### src/rtl/udp_tx_framer.sv
`timescale 1ns/1ps
// udp_tx_framer: builds Ethernet/IPv4/UDP transmit frames from a payload byte
// stream and emits them one byte per clock (GMII-style) to the RGMII TX stage.
// Frame: 7x0x55, 0xD5, 42-byte header, N payload bytes, [pad], 4-byte FCS, IFG.
//
// Ports:
//   clk_i, arstn_i           TX byte clock, async active-low reset
//   host_mac_i/fpga_mac_i    destination / source MAC
//   host_ip_i/fpga_ip_i      destination / source IPv4 address
//   host_port_i/fpga_port_i  destination / source UDP port
//   payload_bytes_i          payload length N (1..1472), latched at frame start
//   s_axis_*                 payload byte stream (tready only while sending payload)
//   tx_data_o/tx_en_o/tx_er_o  GMII-style byte output
//   busy_o                   frame in progress, including inter-frame gap
//   frame_done_o             pulse on the last FCS byte
//   underflow_o              pulse when a frame is aborted for lack of payload
//
// Build option: define UDP_TX_PAD_EN to zero-pad frames up to the 60-byte
// Ethernet minimum (before FCS). Default build sends short frames unpadded.
module udp_tx_framer #(
    parameter int unsigned IFG_BYTES = 12,
    parameter int unsigned IP_TTL    = 64
) (
    input  logic        clk_i,
    input  logic        arstn_i,
    input  logic [47:0] host_mac_i,
    input  logic [47:0] fpga_mac_i,
    input  logic [31:0] host_ip_i,
    input  logic [31:0] fpga_ip_i,
    input  logic [15:0] host_port_i,
    input  logic [15:0] fpga_port_i,
    input  logic [15:0] payload_bytes_i,
    input  logic [7:0]  s_axis_tdata_i,
    input  logic        s_axis_tvalid_i,
    output logic        s_axis_tready_o,
    output logic [7:0]  tx_data_o,
    output logic        tx_en_o,
    output logic        tx_er_o,
    output logic        busy_o,
    output logic        frame_done_o,
    output logic        underflow_o
);

    typedef enum logic [2:0] {
        StIdle, StPreamble, StSfd, StHeader, StPayload, StFcs, StIfg
`ifdef UDP_TX_PAD_EN
        , StPad
`endif
    } state_e;

    localparam logic [15:0] IfgLast = 16'(IFG_BYTES - 1);

    state_e      r_state, w_state_nxt;
    logic [15:0] r_cnt, w_cnt_nxt;
    logic [15:0] r_id, w_id_nxt;
    logic [15:0] r_csum, w_csum_nxt;
    logic [31:0] r_crc, w_crc_nxt;
    logic        w_latch;

    logic [47:0] r_dmac, r_smac;
    logic [31:0] r_dip, r_sip;
    logic [15:0] r_dport, r_sport, r_len;

    logic [15:0]       w_ip_len, w_udp_len;
    logic [19:0]       w_sum;
    logic [16:0]       w_fold1;
    logic [15:0]       w_fold2;
    logic [41:0][7:0]  w_hdr;
    logic [7:0]        w_hdr_byte;
    logic [31:0]       w_fcs;

    // Reflected CRC-32 (0xEDB88320), one byte per call.
    function automatic logic [31:0] f_crc_byte(input logic [31:0] crc, input logic [7:0] d);
        logic [31:0] c;
        c = crc ^ {24'h0, d};
        for (int i = 0; i < 8; i++) begin
            c = c[0] ? ((c >> 1) ^ 32'hEDB8_8320) : (c >> 1);
        end
        return c;
    endfunction

    assign w_ip_len  = 16'd28 + r_len;
    assign w_udp_len = 16'd8 + r_len;

    // Ten header words with checksum field zero; at most 9 non-zero terms so 20 bits suffice.
    assign w_sum = 20'(16'h4500) + 20'(w_ip_len) + 20'(r_id) + 20'(16'h4000)
                 + 20'({8'(IP_TTL), 8'h11})
                 + 20'(r_sip[31:16]) + 20'(r_sip[15:0])
                 + 20'(r_dip[31:16]) + 20'(r_dip[15:0]);
    assign w_fold1 = 17'(w_sum[15:0]) + 17'(w_sum[19:16]);
    assign w_fold2 = w_fold1[15:0] + 16'(w_fold1[16]);

    // Fields are latched at frame start, so recomputing every preamble cycle settles well
    // before the header needs it.
    assign w_csum_nxt = (r_state == StPreamble) ? ~w_fold2 : r_csum;

    assign w_hdr = {r_dmac, r_smac, 16'h0800,
                    8'h45, 8'h00, w_ip_len, r_id, 16'h4000, 8'(IP_TTL), 8'h11, r_csum,
                    r_sip, r_dip,
                    r_sport, r_dport, w_udp_len, 16'h0000};

    assign w_hdr_byte = w_hdr[6'd41 - r_cnt[5:0]];
    assign w_fcs      = ~r_crc;

    always_ff @(posedge clk_i or negedge arstn_i) begin
        if (!arstn_i) begin
            r_state <= StIdle;
            r_cnt   <= '0;
            r_id    <= '0;
            r_csum  <= '0;
            r_crc   <= '0;
            r_dmac  <= '0;
            r_smac  <= '0;
            r_dip   <= '0;
            r_sip   <= '0;
            r_dport <= '0;
            r_sport <= '0;
            r_len   <= '0;
        end else begin
            r_state <= w_state_nxt;
            r_cnt   <= w_cnt_nxt;
            r_id    <= w_id_nxt;
            r_csum  <= w_csum_nxt;
            r_crc   <= w_crc_nxt;
            if (w_latch) begin
                r_dmac  <= host_mac_i;
                r_smac  <= fpga_mac_i;
                r_dip   <= host_ip_i;
                r_sip   <= fpga_ip_i;
                r_dport <= host_port_i;
                r_sport <= fpga_port_i;
                r_len   <= payload_bytes_i;
            end
        end
    end

    always_comb begin
        w_state_nxt     = r_state;
        w_cnt_nxt       = r_cnt + 16'd1;
        w_id_nxt        = r_id;
        w_crc_nxt       = r_crc;
        w_latch         = 1'b0;
        s_axis_tready_o = 1'b0;
        tx_data_o       = 8'h00;
        tx_en_o         = 1'b0;
        tx_er_o         = 1'b0;
        frame_done_o    = 1'b0;
        underflow_o     = 1'b0;
        busy_o          = (r_state != StIdle);

        case (r_state)
            StIdle: begin
                w_cnt_nxt = '0;
                if (s_axis_tvalid_i) begin
                    w_latch     = 1'b1;
                    w_state_nxt = StPreamble;
                end
            end
            StPreamble: begin
                tx_en_o   = 1'b1;
                tx_data_o = 8'h55;
                if (r_cnt == 16'd6) begin
                    w_cnt_nxt   = '0;
                    w_state_nxt = StSfd;
                end
            end
            StSfd: begin
                tx_en_o     = 1'b1;
                tx_data_o   = 8'hD5;
                w_cnt_nxt   = '0;
                w_crc_nxt   = 32'hFFFF_FFFF;
                w_state_nxt = StHeader;
            end
            StHeader: begin
                tx_en_o   = 1'b1;
                tx_data_o = w_hdr_byte;
                w_crc_nxt = f_crc_byte(r_crc, w_hdr_byte);
                if (r_cnt == 16'd41) begin
                    w_cnt_nxt   = '0;
                    w_state_nxt = StPayload;
                end
            end
            StPayload: begin
                s_axis_tready_o = 1'b1;
                tx_en_o         = 1'b1;
                if (s_axis_tvalid_i) begin
                    tx_data_o = s_axis_tdata_i;
                    w_crc_nxt = f_crc_byte(r_crc, s_axis_tdata_i);
                    if (r_cnt == r_len - 16'd1) begin
                        w_cnt_nxt   = '0;
`ifdef UDP_TX_PAD_EN
                        w_state_nxt = (r_len < 16'd18) ? StPad : StFcs;
`else
                        w_state_nxt = StFcs;
`endif
                    end
                end else begin
                    // Source ran dry: poison this byte, drop FCS, go straight to the gap.
                    tx_er_o     = 1'b1;
                    underflow_o = 1'b1;
                    w_cnt_nxt   = '0;
                    w_id_nxt    = r_id + 16'd1;
                    w_state_nxt = StIfg;
                end
            end
`ifdef UDP_TX_PAD_EN
            StPad: begin
                tx_en_o   = 1'b1;
                w_crc_nxt = f_crc_byte(r_crc, 8'h00);
                if (r_cnt == 16'd17 - r_len) begin
                    w_cnt_nxt   = '0;
                    w_state_nxt = StFcs;
                end
            end
`endif
            StFcs: begin
                tx_en_o   = 1'b1;
                tx_data_o = w_fcs[{r_cnt[1:0], 3'b000} +: 8];
                if (r_cnt == 16'd3) begin
                    frame_done_o = 1'b1;
                    w_cnt_nxt    = '0;
                    w_id_nxt     = r_id + 16'd1;
                    w_state_nxt  = StIfg;
                end
            end
            StIfg: begin
                if (r_cnt == IfgLast) begin
                    w_cnt_nxt = '0;
                    // Chain straight into the next frame so the gap is exactly IFG_BYTES.
                    if (s_axis_tvalid_i) begin
                        w_latch     = 1'b1;
                        w_state_nxt = StPreamble;
                    end else begin
                        w_state_nxt = StIdle;
                    end
                end
            end
            default: begin
                w_cnt_nxt   = '0;
                w_state_nxt = StIdle;
            end
        endcase
    end

endmodule
### config.mk
export PLATFORM = sky130hd
export DESIGN_NAME = udp_tx_framer
export DESIGN_NICKNAME = d
export VERILOG_FILES = /design/src/rtl/udp_tx_framer.sv
export SDC_FILE = /design/constraint.sdc
export NUM_CORES = 1
export LEC_CHECK = 0
export CAP_MARGIN = 20
export CORE_MARGIN = 3
export CORE_UTILIZATION = 32
export DETAILED_ROUTE_END_ITERATION = 10
export GPL_ROUTABILITY_DRIVEN = 0
export PLACE_DENSITY = 0.53
export SYNTH_ARGS = -nofsm -noshare
export SYNTH_HDL_FRONTEND = slang
export SYNTH_SLANG_ARGS = --single-unit
export TNS_END_PERCENT = 50
### constraint.sdc
create_clock -name clk_i -period 11.3 [get_ports clk_i]
set_input_delay 3.39 -clock clk_i [delete_from_list [all_inputs] [get_ports clk_i]]
set_output_delay 3.39 -clock clk_i [all_outputs]
set_load 0.02 [all_outputs]
==> impl_summary.log <==
[metrics] result of the run: finished clean
[metrics] post-route standard cell area excluding fillers: 24400 µm²
[metrics] deepest level of the CTS H-tree: 2
[metrics] WP data arrival: between 10 and 15 ns
[metrics] Final nets: approximately 2400
[metrics] endpoint of the worst hold path: r_csum[11]
[metrics] maximum root-to-sink buffer count: 3
[metrics] ports placed on the boundary: 233
[metrics] buffer type at the clock tree root: sky130_fd_sc_hd__clkbuf_16
[metrics] hold wc startpoint: r_csum[11]
[metrics] cell with the most instances on the worst path: sky130_fd_sc_hd__ha_1
[metrics] initial antenna violation count: 6
[metrics] worst-path fanout max: 9
[metrics] Async S/R FF share, synth: 100%
[metrics] slowest CP cell: sky130_fd_sc_hd__nor2b_1
[metrics] Data required, critical path: 11.75 ns
[metrics] dominant register cell in the synthesized netlist: sky130_fd_sc_hd__dfrtp_1
[metrics] Die Y: approximately 260 µm
[metrics] post-synthesis instance area: 20100 µm²
[metrics] classification of the worst setup path: flip-flop to flip-flop
[metrics] power density relative to cell area: 98.8 nW/µm²
[metrics] utilization of the core after routing: between 30% and 40%
[metrics] Iteration-0 DRC Markers: 1168
[metrics] routed len/inst: 21.9 µm
[metrics] vias per cell: 5.15
[metrics] largest vdd supply drop: 89.3 µV
[metrics] gr usage total: 19.3%
[metrics] maximum single-stage delay on the critical path: 0.53 ns
[metrics] number of enable flip-flop cells after synthesis: 0
[metrics] Critical Path Source: r_len[3]
[metrics] CTS Sinks: 291
[metrics] quantity of I/O buffers inserted on ports: ~230
[metrics] per-instance average area after synthesis: 10.8 µm²
[metrics] highest clock frequency the design can meet: 95.9 MHz
[metrics] global-route wire length before repair: 98.3 mm
[metrics] crit path capture type: flip-flop
[metrics] Detailed Routing Iterations Pass 1: 6
[metrics] kind of path behind the tightest hold check: flip-flop to flip-flop
[metrics] full die area: 65800 µm²
[metrics] count leader, synth: sky130_fd_sc_hd__dfrtp_1
[metrics] synthesized flop and latch total: 291
[metrics] effective utilization at floorplan: between 30% and 40%
[metrics] Gate Count Post-Synth: 1863
[metrics] largest area contributor in the synthesized netlist: sky130_fd_sc_hd__dfrtp_1
[metrics] Critical Path Source Type: flip-flop
[metrics] Max Clock Skew: ~0.022 ns
[metrics] final critical delay including setup and external delays: 10.43 ns
[metrics] final setup violation count: 0
[metrics] Synth top cells by count: sky130_fd_sc_hd__dfrtp_1 (291), sky130_fd_sc_hd__mux2_2 (214), sky130_fd_sc_hd__inv_1 (158)
[metrics] number of distinct library cell variants in the gate-level netlist after synthesis: 86
[metrics] Synth top area share: 36.3%
[metrics] capture instance of the worst register-to-register path: r_csum[15]
[metrics] core area: just over 60000 µm²
[metrics] remaining global-route overflow: 0
[metrics] clock slew seen by the registers of the worst setup and hold paths: 0.06 ns
[metrics] Die W: 256 µm
[metrics] number of vias after detailed routing: 15031
[metrics] final number of hold-violating endpoints: 0
[metrics] detailed placer's ending HPWL: around 48 mm
[metrics] setup tns final: 0 ns
[metrics] leakage power summed over all cells: about 11 nW
[metrics] P&R area growth vs syn: 21.5%
[metrics] ratio of cells with drive above 1 in the final layout: between 10% and 20%
[metrics] CTS tree: done
[metrics] setup repair after global routing missed its margin: no
[metrics] dpl cell area: 23100 µm²
[metrics] number of instances on the worst hold path: 2
[metrics] count of final max-slew check failures: 0
[metrics] crit share post-route: 92.3%
[metrics] worst-case register-to-register setup slack: 0.87 ns
[metrics] Row Count: just over 90
[metrics] cts bufs inserted: 38
[metrics] ranking of synthesized cells by area: sky130_fd_sc_hd__dfrtp_1 (36%), sky130_fd_sc_hd__mux2_2 (12%), sky130_fd_sc_hd__xnor2_1 (6.3%)
[metrics] post-detailed-route count of antenna-violating nets: 0
[metrics] actual transition at the worst max-transition pin: 1.07 ns
[metrics] worst reg2reg path startpoint: r_len[3]
[metrics] number of warnings issued by yosys: 0
[metrics] Syn Nets: 2196
[metrics] DRC Markers: 0
[metrics] count of filler cells inserted in the layout: 6080
[metrics] via count of the first global-routing pass: between 15000 and 20000
[metrics] Max-cap violations: 0
[metrics] clock latency reported for the late side of the worst-skew pair: 0.56 ns
[metrics] relative slew slack: 26.9%
[metrics] largest net degree at the start of global routing: 149
[metrics] sequential fraction of the synthesis area: between 30% and 40%
[metrics] total detailed-routing wirelength: 64.0 mm
[metrics] Register-to-Register Path Depth: 39
[metrics] # Post-CTS Setup Buffers: 0
==> final cells by class <==
class | instances | area [µm²] | area share (%)
Antenna cell | 3 | 7.51 | 0.0308
Clock buffer | 48 | 1060 | 4.35
Clock inverter | 17 | 180 | 0.739
Inverter | 160 | 601 | 2.46
Multi-Input combinational cell | 1309 | 11700 | 47.9
Sequential cell | 291 | 7290 | 29.9
Tap cell | 837 | 1050 | 4.29
Timing Repair Buffer | 251 | 2510 | 10.3
==> where the power goes <==
part | switching (mW) | internal (mW) | leakage [nW]
combinational | 0.0609 | 0.0872 | 6.36
sequential | 0 | 1.04 | 3.89
clock | 0.502 | 0.716 | 0.606
total | 0.563 | 1.85 | 10.9
==> how the worst max path moves through the flow <==
stage,endpoint,slack [ns],cells past startpoint
final,r_csum[15],0.87,39
after CTS,r_csum[15],0.78,39
after detailed placement,r_csum[15],0.83,39
after global placement,r_csum[15],1.20,41
after global routing,r_csum[15],0.13,39
after floorplan,r_csum[15],1.72,42
==> stage by stage <==
step	setup slack [ns]	hold slack (ns)	std cells	total power [mW]
floorplan	1.72	0.444	1863	1.10
global placement	1.20	0.464	2846	1.21
detailed placement	0.826	0.469	2846	1.21
CTS	0.785	0.482	2911	2.46
global route	0.132	0.511	2914	2.50
finish	0.867	0.480	2916	2.41
==> state kept, by name (all words and copies together), names as in the netlist <==
register and cells:
r_cnt 16, r_sip 32, r_dip 32, r_dmac 48, r_dport 16, r_state 3, r_len 16, r_crc 32
r_id 16, r_sport 16, r_smac 48, r_csum 16
==> repair_timing <==
item	in CTS	in global routing
hold buffers	0	0
endpoints found under the setup margin	0	1
resized for setup	0	1
==> critical path: cells and delay by family, from the launching register on <==
family	cells	cell delay, ns
simple gates	13	3.37
fa+ha+maj	9	3.22
compound gates	10	2.07
xor+xnor	3	0.65
flops	1	0.46
buf+inv	3	0.29
mux	1	0.26
==> routing by layer <==
metal | GRT usage [%] | routed length [µm]
met1 | 25.8 | 28200
met2 | 32.3 | 30500
met3 | 3.22 | 3570
met4 | 5.57 | 1670
met5 | 0 | 34
==> cells in the final DEF (no fill, tap or decap), types with 12 or more instances in the layout <==
cell / netlist / final
sky130_fd_sc_hd__mux2i_1: 28 / 28
sky130_fd_sc_hd__a211oi_1: 13 / 13
sky130_fd_sc_hd__fa_1: 63 / 63
sky130_fd_sc_hd__a21o_1: 12 / 12
sky130_fd_sc_hd__nand3_1: 28 / 28
sky130_fd_sc_hd__xor2_1: 64 / 64
sky130_fd_sc_hd__nor4_1: 25 / 25
sky130_fd_sc_hd__ha_1: 51 / 51
sky130_fd_sc_hd__clkbuf_16: 0 / 39
sky130_fd_sc_hd__nor2_1: 103 / 103
sky130_fd_sc_hd__o211ai_1: 12 / 12
sky130_fd_sc_hd__inv_1: 158 / 158
sky130_fd_sc_hd__dfrtp_1: 291 / 289
sky130_fd_sc_hd__nor3_1: 27 / 27
sky130_fd_sc_hd__nor2b_1: 15 / 15
sky130_fd_sc_hd__a21oi_1: 62 / 61
sky130_fd_sc_hd__mux2_2: 214 / 214
sky130_fd_sc_hd__buf_4: 13 / 15
sky130_fd_sc_hd__a31oi_1: 22 / 22
sky130_fd_sc_hd__and3_1: 14 / 14
sky130_fd_sc_hd__o21ai_0: 66 / 66
sky130_fd_sc_hd__nand2_1: 102 / 102
sky130_fd_sc_hd__mux4_2: 47 / 47
sky130_fd_sc_hd__xnor2_1: 145 / 145
sky130_fd_sc_hd__clkdlybuf4s50_1: 0 / 231
sky130_fd_sc_hd__nand2b_1: 16 / 16
==> logic make-up (layout without fill, tap and decap cells) <==
family                   Yosys count  in the layout  share of synthesized area, %
AO/OA/AOI/OAI                    303            303                          10.2
XOR/XNOR                         225            225                          10.7
adder cells (fa/ha/maj)          114            114                          9.46
buffers and inverters            263            476                          5.60
flip-flops                       291            291                          36.3
multiplexers                     289            289                          18.7
other                              0              3                             0
AND/OR/NAND/NOR                  378            378                          9.09
(Power assumes the default switching activity.)
